$ cat src/rtl/pc_sequencer_pkg.sv
// pc_seq_pkg: shared types, default widths and offset sign-extension for the PC sequencer.
package pc_seq_pkg;
    localparam int SEQ_D     = 8;
    localparam int SEQ_OFF_W = 6;
    localparam int SEQ_CNT_W = 16;
    localparam logic [SEQ_D-1:0] HOLD_TARGET = '0;
    typedef enum logic [2:0] {IDLE, LAUNCH, RUN, DONE, RESTART} seq_state_t;
    function automatic logic [SEQ_D-1:0] sext_off(input logic [SEQ_OFF_W-1:0] off);
        return SEQ_D'($signed(off));
    endfunction
endpackage

$ cat src/rtl/pc_sequencer_if.sv
// pc_sequencer_if: decode requests in, PC control and status out.
interface pc_sequencer_if #(
    parameter int D     = 8,
    parameter int OFF_W = 6,
    parameter int CNT_W = 16
);
    logic             start;
    logic             halt_req;
    logic             stall;
    logic             branch_req;
    logic             branch_taken;
    logic [OFF_W-1:0] branch_offset;
    logic             pc_reset;
    logic             pc_enable;
    logic             pc_reljump_en;
    logic [D-1:0]     pc_target;
    logic             running;
    logic             done;
    logic             timeout;
    logic [CNT_W-1:0] cycle_count;
    modport master (
        output start, halt_req, stall, branch_req, branch_taken, branch_offset,
        input  pc_reset, pc_enable, pc_reljump_en, pc_target, running, done, timeout, cycle_count
    );
    modport slave (
        input  start, halt_req, stall, branch_req, branch_taken, branch_offset,
        output pc_reset, pc_enable, pc_reljump_en, pc_target, running, done, timeout, cycle_count
    );
endinterface

$ cat src/rtl/pc_sequencer.sv
// pc_sequencer: run-control FSM driving PC reset/enable/relative jump, with cycle counter.
// Optional watchdog enabled by defining PC_SEQ_WATCHDOG_EN.
module pc_sequencer
    import pc_seq_pkg::*;
#(
    parameter int D          = SEQ_D,
    parameter int OFF_W      = SEQ_OFF_W,
    parameter int CNT_W      = SEQ_CNT_W,
    parameter int MAX_CYCLES = 1024
) (
    input logic            clk,
    input logic            reset,
    pc_sequencer_if.slave  bus
);
    if (MAX_CYCLES < 1 || OFF_W > D) begin : g_bad_cfg
        $error("pc_sequencer: invalid parameters");
    end
    seq_state_t state, nxt;
    logic [CNT_W-1:0] cnt;
    logic hold, jump, wd_hit;
    assign hold = bus.halt_req || bus.stall;
    assign jump = bus.branch_req && bus.branch_taken;
    assign bus.cycle_count = cnt;
    always_ff @(posedge clk or negedge reset) begin
        if (!reset) state <= IDLE;
        else state <= nxt;
    end
    always_comb begin
        nxt = state;
        unique case (state)
            IDLE:    nxt = bus.start ? LAUNCH : IDLE;
            LAUNCH:  nxt = RUN;
            RUN:     nxt = (bus.halt_req || wd_hit) ? DONE : RUN;
            DONE:    nxt = bus.start ? RESTART : DONE;
            RESTART: nxt = LAUNCH;
            default: nxt = IDLE;
        endcase
    end
    // Outside RUN the PC is told to add zero so it cannot drift.
    always_comb begin
        bus.pc_reset      = state == IDLE || state == RESTART;
        bus.pc_enable     = state == LAUNCH;
        bus.running       = state == RUN;
        bus.done          = state == DONE;
        bus.pc_reljump_en = state != RUN || hold || jump;
        bus.pc_target     = (state == RUN && !hold && jump) ? sext_off(bus.branch_offset) : HOLD_TARGET;
    end
    always_ff @(posedge clk or negedge reset) begin
        if (!reset) cnt <= '0;
        else if (state == LAUNCH) cnt <= '0;
        else if (state == RUN && cnt != '1) cnt <= cnt + 1'b1;
    end
`ifdef PC_SEQ_WATCHDOG_EN
    logic to_q;
    assign wd_hit = state == RUN && !bus.halt_req && cnt == CNT_W'(MAX_CYCLES - 1);
    assign bus.timeout = to_q;
    always_ff @(posedge clk or negedge reset) begin
        if (!reset) to_q <= 1'b0;
        else if (state == DONE && bus.start) to_q <= 1'b0;
        else if (wd_hit) to_q <= 1'b1;
    end
`else
    assign wd_hit = 1'b0;
    assign bus.timeout = 1'b0;
`endif
endmodule

$ cat src/flat_wrapper.sv
// flat-port wrapper written by rule: the top's interface ports become plain ports
module pc_sequencer_flat import pc_seq_pkg::*;
#(
    parameter int D          = SEQ_D,
    parameter int OFF_W      = SEQ_OFF_W,
    parameter int CNT_W      = SEQ_CNT_W,
    parameter int MAX_CYCLES = 1024
)
  (clk, reset, bus_start, bus_halt_req, bus_stall, bus_branch_req, bus_branch_taken, bus_branch_offset, bus_pc_reset, bus_pc_enable, bus_pc_reljump_en, bus_pc_target, bus_running, bus_done, bus_timeout, bus_cycle_count);
  pc_sequencer_if #(.D(D), .OFF_W(OFF_W), .CNT_W(CNT_W)) bus_i ();
  input logic clk;
  input logic reset;
  input wire logic [$bits(bus_i.start)-1:0] bus_start;
  input wire logic [$bits(bus_i.halt_req)-1:0] bus_halt_req;
  input wire logic [$bits(bus_i.stall)-1:0] bus_stall;
  input wire logic [$bits(bus_i.branch_req)-1:0] bus_branch_req;
  input wire logic [$bits(bus_i.branch_taken)-1:0] bus_branch_taken;
  input wire logic [$bits(bus_i.branch_offset)-1:0] bus_branch_offset;
  output wire logic [$bits(bus_i.pc_reset)-1:0] bus_pc_reset;
  output wire logic [$bits(bus_i.pc_enable)-1:0] bus_pc_enable;
  output wire logic [$bits(bus_i.pc_reljump_en)-1:0] bus_pc_reljump_en;
  output wire logic [$bits(bus_i.pc_target)-1:0] bus_pc_target;
  output wire logic [$bits(bus_i.running)-1:0] bus_running;
  output wire logic [$bits(bus_i.done)-1:0] bus_done;
  output wire logic [$bits(bus_i.timeout)-1:0] bus_timeout;
  output wire logic [$bits(bus_i.cycle_count)-1:0] bus_cycle_count;
  assign bus_i.start = bus_start;
  assign bus_i.halt_req = bus_halt_req;
  assign bus_i.stall = bus_stall;
  assign bus_i.branch_req = bus_branch_req;
  assign bus_i.branch_taken = bus_branch_taken;
  assign bus_i.branch_offset = bus_branch_offset;
  assign bus_pc_reset = bus_i.pc_reset;
  assign bus_pc_enable = bus_i.pc_enable;
  assign bus_pc_reljump_en = bus_i.pc_reljump_en;
  assign bus_pc_target = bus_i.pc_target;
  assign bus_running = bus_i.running;
  assign bus_done = bus_i.done;
  assign bus_timeout = bus_i.timeout;
  assign bus_cycle_count = bus_i.cycle_count;
  pc_sequencer #(.D(D), .OFF_W(OFF_W), .CNT_W(CNT_W), .MAX_CYCLES(MAX_CYCLES)) u_core (.clk(clk), .reset(reset), .bus(bus_i));
endmodule
$ cat config.mk
export PLATFORM = sky130hd
export DESIGN_NAME = pc_sequencer_flat
export DESIGN_NICKNAME = d
export VERILOG_FILES = /design/src/rtl/pc_sequencer_pkg.sv /design/src/rtl/pc_sequencer_if.sv /design/src/rtl/pc_sequencer.sv /design/src/flat_wrapper.sv
export SDC_FILE = /design/constraint.sdc
export NUM_CORES = 1
export LEC_CHECK = 0
export ABC_CLOCK_PERIOD_IN_PS = 2500
export CORE_AREA = 2 2 62 64
export CTS_CLUSTER_DIAMETER = 40
export DETAILED_ROUTE_END_ITERATION = 7
export DIE_AREA = 0 0 64 66
export PLACE_DENSITY = 0.7
export SYNTH_ARGS = -nofsm -noshare
export SYNTH_HDL_FRONTEND = slang
export SYNTH_SLANG_ARGS = --single-unit
$ cat constraint.sdc
create_clock -name clk -period 2.5 [get_ports clk]
set_input_delay 0.5 -clock clk [delete_from_list [all_inputs] [get_ports clk]]
set_output_delay 0.5 -clock clk [all_outputs]
set_load 0.02 [all_outputs]
==> run metrics, run 1 <==
status=finished, final reports clean; Critical Path AT=about 1900 ps; RSZ-0062 raised after global routing=yes; number of global-route vias before repair=between 1,000 and 1,500; worst-case clock buffer depth=2; DRC violations left=0; Port-buffer cells=41; Starting Density=between 30% and 40%; critical path, cell by cell=clkdlybuf4s50_1 -> nand2_1 -> nor4_4 -> and2_1 -> dlygate4sd2_1; clock sink count=19; commonest cells after routing, fill and taps aside=clkdlybuf4s50_1 (30), dfrtp_1 (19), nand2_1 (18), dlygate4sd2_1 (11), buf_4 (11); Clock Skew=about 5.7 ps; Routed wire per std cell=between 10 and 15 microns; count of cell types in the netlist=43; worst path bufs/invs=2; CP Capture Type=primary output; Max Slew Vio Count=0; Vias=1,212; CTS clk-pin slew, worst paths=about 110 ps; Worst path slowest cell=clkdlybuf4s50_1; origin of the worst setup path=bus_branch_taken; Synth Cell Area=1190 sq um; Worst Setup EP=bus_pc_target[5]; root buffer cell=clkbuf_4; reg2reg setup slack=370 ps; pin count of the biggest net entering global routing=20; peak supply drop=0.472 mV; die area=around 4200 sq um; GRT Total Usage=between 10% and 20%; number of post-CTS setup repair buffers=0; detailed-placement wirelength estimate=2380 microns; fin crit share=a little over nine tenths; layout cells sized above 1=between 10% and 20%; data required time of the worst path=approximately 2000 ps; setup violators final=0; row count=22; Post-Route WL=around 3200 microns; Post-synth EDFFs=0; worst hold slack=around 530 ps; commonest non-fill, non-tap cell in the layout=clkdlybuf4s50_1; Placeable Area=between 3000 and 4000 sq um; TritonCTS buffer count=3; Die X=approximately 64 microns; max_cap viols=0; P_leak=0.738 nW; H-tree levels=1; Pre-antenna DRT Iters=4; first-pass GRT wire length=between 5000 and 6000 microns; minimum clock period after layout=roughly 2400 ps; # IOs=between 40 and 50; Final Hold Fails=0; Syn-to-layout area delta=44.7%; routability cong.=around 0.82; Seq/Total Area, Yosys=around two fifths; Fmax=between 400 and 500 MHz; number of routed nets with antenna violations=0; Critical R2R Capture=u_core.bus.cycle_count[15]; antenna violations before repair=0; #FFs+latches synth=19; CP peak stage delay=~460 ps; Die Y=about 66 microns; ys flop type=dfrtp_1; Synth Net Count=roughly 150; Reg2Reg Launch Point=u_core.bus.cycle_count[1]; Total Nets Final=195; Levels on crit path=5; yosys warns=0; PD cells=just over 700 nW/um^2; clock latency at the later pin of the worst-skew pair=about 290 ps; Reg2Reg Depth=5; drt via density=5.32; Crit Path Max Fanout=6; grt ovf=0; # diodes=0; CP Launch Type=input pin; FFs w/ async S/R, synth=between 90% and 100%; DR iter-0 viols=75; cells after synthesis=131; TritonCTS clock tree=done; Setup CP Type=in -> out; top cell family by delay on the critical path=buffers and inverters; worst min path class=in -> async; Final Util=roughly half; syn avg cell area=approximately 9.1 sq um
cell families (layout without fill, tap and decap cells):
| logic type | after synthesis | in the layout | share of synthesized area (%) |
|---|---|---|---|
| XOR/XNOR | 2 | 2 | 1.47 |
| flip-flops | 19 | 19 | 39.9 |
| AND/OR/NAND/NOR | 73 | 73 | 35.3 |
| AO/OA/AOI/OAI | 17 | 17 | 10.8 |
| multiplexers | 8 | 8 | 6.82 |
| other | 1 | 1 | 0.314 |
| buffers and inverters | 10 | 59 | 4.41 |
| adder cells (fa/ha/maj) | 1 | 1 | 1.05 |
worst min-delay path by stage:
| stage | slack, ps | startpoint | to | cells past startpoint |
|---|---|---|---|---|
| 3_3_place_gp | 530 | u_core.state[2] | u_core.state[1] | 2 |
| 6_report | 530 | reset | u_core.bus.cycle_count[11] | 2 |
| 3_5_place_dp | 550 | u_core.state[2] | u_core.state[1] | 2 |
| 5_1_grt | 550 | reset | u_core.bus.cycle_count[13] | 2 |
| 2_1_floorplan | 200 | reset | u_core.bus.cycle_count[0] | 0 |
| 4_1_cts | 540 | reset | u_core.bus.cycle_count[10] | 2 |
routing by layer:
metal | share of wire (%) | vias to the layer above | GRT usage [%]
li1 | - | 582 | -
met3 | 3.1 | 6 | 2.04
met1 | 43 | 582 | 18.8
met5 | 0 | - | 0
met2 | 52 | 42 | 29.2
met4 | 2.1 | 0 | 6.79
worst register-to-register path: stages (launching register included):
cell and delay, ps:
dfrtp_1 430, ha_1 240, nand4_2 210, or4_1 660, and4_4 240, a211o_1 250
power by group:
group | internal (mW) | switching, mW | leakage, nW | total (mW)
Clock | 0.0620 | 0.0945 | 0.0150 | 0.156
Combinational | 0.290 | 0.385 | 0.467 | 0.675
Sequential | 0.360 | 0.0613 | 0.256 | 0.422
Total | 0.712 | 0.541 | 0.738 | 1.25
layout make-up:
| cell class | instances | area, sq um |
|---|---|---|
| fillers | 319 | 1830 |
| well taps | 48 | 60.1 |
| flip-flops and latches | 19 | 475 |
| repair buffers | 52 | 479 |
| clock buffers | 4 | 26.3 |
| multi-input cells | 102 | 673 |
| inverters | 3 | 11.3 |
state kept, by name, indices dropped and copies added, names as in the netlist:
name,cells
u_core.bus.cycle_count,16
u_core.state,3
cell usage after synthesis (3+ instances only):
library cell	instances	area [sq um]
buf_2	3	15.0
mux2i_1	7	70.1
nor4_1	5	31.3
nand2_1	18	67.6
nand4_1	6	37.5
buf_4	3	22.5
nor2_1	7	26.3
nand3_1	6	30.0
or4_1	3	22.5
dfrtp_1	19	475
and2_1	7	43.8
o31ai_1	3	22.5
nor3_1	7	35.0
what timing repair did:
item,CTS,global route
gates resized for setup,12,0
pin swaps,0,1
setup endpoints to repair,11,8
hold buffers,0,0
through the flow:
step	setup TNS, ps	setup WS (ps)	power (mW)	area (sq um)	cells
floorplan	0	201	0.782	1190	131
global placement	-888	-138	1.09	1700	224
finish	0	89.3	1.25	1730	228
detailed placement	-1510	-217	1.11	1700	224
CTS	0	24.2	1.26	1730	228
global route	-35.6	-13.1	1.33	1730	228
Note: power is estimated with default switching activity, not from simulation.
==> inputs of run 2 (changes only) <==
- ABC_CLOCK_PERIOD_IN_PS: 2500 -> 2800
- clock period: 2.5 -> 2.8 ns (I/O delays scaled with it)
==> run 2 against run 1 <==
  * Worst setup slack better by 28 ps
  * Non-clock buffer count fell by 4
  * Clock power fell by 9%
  * Wire length fell by 3.0%
==> run metrics, run 2 (synthesis results as in run 1) <==
clock sink count=19; layout cells sized above 1=a little under an eighth; Sw Pwr=0.478 mW; max_cap viols=0; Routed wire per std cell=roughly 14 microns; Reg area=roughly 480 sq um; commonest non-fill, non-tap cell in the layout=clkdlybuf4s50_1; Post-Place Worst Slack=-66.9 ps; CP peak stage delay=roughly 550 ps; # placed instances=between 200 and 250; clock latency at the later pin of the worst-skew pair=approximately 310 ps; CP Capture Type=primary output; die area=~4200 sq um; pin count of the biggest net entering global routing=20; DR iter-0 viols=55; number of post-CTS setup repair buffers=0; part of the power in registers=around a third; Syn-to-layout area delta=42.5%; # IOs=43; TritonCTS buffer count=3; worst min path class=reg -> reg; Setup CP Type=reg -> out; P_leak=just over 0.7 nW; data required time of the worst path=between 2000 and 2500 ps; critical path, cell by cell=or3b_1 -> buf_4 -> clkinv_1 -> nand3_1 -> clkdlybuf4s50_1; Multi-input gate area=between 600 and 700 sq um; number of routed nets with antenna violations=0; Clock Skew=approximately 12 ps; Crit Path Max Fanout=10; Die X=64 microns; CP Launch Type=flop; Sw Ratio=between 40% and 50%; GRT met3 Usage=~3.6%; routability cong.=between 0.8 and 0.9; root buffer cell=clkbuf_4; GR Layer Usage met2=about a quarter; Total Nets Final=roughly 190; commonest cells after routing, fill and taps aside=clkdlybuf4s50_1 (33), dfrtp_1 (19), nand2_1 (18), dlygate4sd2_1 (8); H-tree levels=1; fin crit share=95.8%; Critical Path AT=2120 ps; max reg flops=16; Worst path slowest cell=clkdlybuf4s50_1; post-CTS sizing=9; grt ovf=0; Port-buffer cells=between 40 and 50; TritonCTS clock tree=done; Slew headroom=between 40% and 50%; Final Hold Fails=0; setup violators final=0; Placeable Area=approximately 3600 sq um; number of global-route vias before repair=approximately 1,100; worst-case clock buffer depth=2; Fmax=373 MHz; Vias=between 1,000 and 1,500; CTS hold repair buffers=0; Max Slew Vio Count=0; minimum clock period after layout=2680 ps; GRT Total Usage=15.0%; row count=22; PD cells=about 650 nW/um^2; Post-Route WL=approximately 3000 microns; Slew @ Worst Pin=roughly 900 ps; peak supply drop=0.389 mV; RSZ-0062 raised after global routing=no; post-route setup slack=117 ps; status=finished, final reports clean; DRC violations left=0; routing usage on met1=18.9%; Starting Density=between 30% and 40%; Fillers=around 340; clock network fraction of total power=between 10% and 20%; drt via density=5.20; detailed-placement wirelength estimate=approximately 2300 microns; Die Y=66 microns; # diodes=0; CTS clk-pin slew, worst paths=100 ps; GRT busiest layer=met2; internal power=~0.63 mW; antenna violations before repair=0; first-pass GRT wire length=between 5000 and 6000 microns; Pre-antenna DRT Iters=4; combinational power share=a little over half; Cell Count, Final, Fillers Out=about 220
==> run 2: changes by cell type in the layout (fill, tap and decap cells not counted), sizes merged <==
cell and change:
dlygate4sd2 -3, buf -4, clkdlybuf4s50 +3
==> run 2: worst max-delay path: cells and delay by family, from the launching register on <==
family | cells | cell delay [ps]
buffers and inverters | 3 | 870
flip-flops | 1 | 440
AND/OR/NAND/NOR | 2 | 520
==> run 2: per-stage QoR <==
step | utilization, % | hold WS, ps | TNS [ps] | power [mW] | area, sq um
after floorplan | - | 264 | 0 | 0.698 | 1190
after global placement | 47.1 | 510 | 0 | 0.956 | 1670
after global routing | 47.9 | 564 | 0 | 1.18 | 1700
after CTS | 47.9 | 544 | 0 | 1.12 | 1700
after detailed placement | 47.1 | 530 | -202 | 0.970 | 1670
final | 47.9 | 545 | 0 | 1.11 | 1700
==> run 2: worst paths after layout <==
path / start / to / slack [ps] / cells after the start
worst min-delay path: u_core.state[2] / u_core.state[1] / 550 / 1
worst max-delay path: u_core.state[2] / bus_pc_reljump_en / 120 / 5
worst max register to register: u_core.bus.cycle_count[0] / u_core.bus.cycle_count[15] / 700 / 5
min in group asynchronous: reset / u_core.bus.cycle_count[11] / 740 / 1
worst min register to register: u_core.state[2] / u_core.state[1] / 550 / 1
max in group asynchronous: reset / u_core.state[2] / 1510 / 1
==> run 2: cell type report <==
cell class	instances	share of cell area [%]
Multi-Input combinational cell	102	39.6
Sequential cell	19	28.0
Timing Repair Buffer	48	26.7
Tap cell	48	3.53
Clock buffer	4	1.55
Inverter	3	0.663
==> run 2: per-layer routing <==
metal  wire length, microns  vias to the layer above
met4                     66                        0
met2                   1540                       34
li1                       -                      573
met5                      0                        -
met3                    118                        8
met1                   1350                      549
==> run 2: power groups by stage <==
| stage | registers, mW | logic, mW | clock network, mW |
|---|---|---|---|
| floorplan | 0.421 | 0.276 | 0 |
| CTS | 0.389 | 0.581 | 0.149 |
| global route | 0.398 | 0.627 | 0.159 |
| global placement | 0.388 | 0.567 | 0 |
| finish | 0.388 | 0.579 | 0.142 |
| detailed placement | 0.394 | 0.576 | 0 |
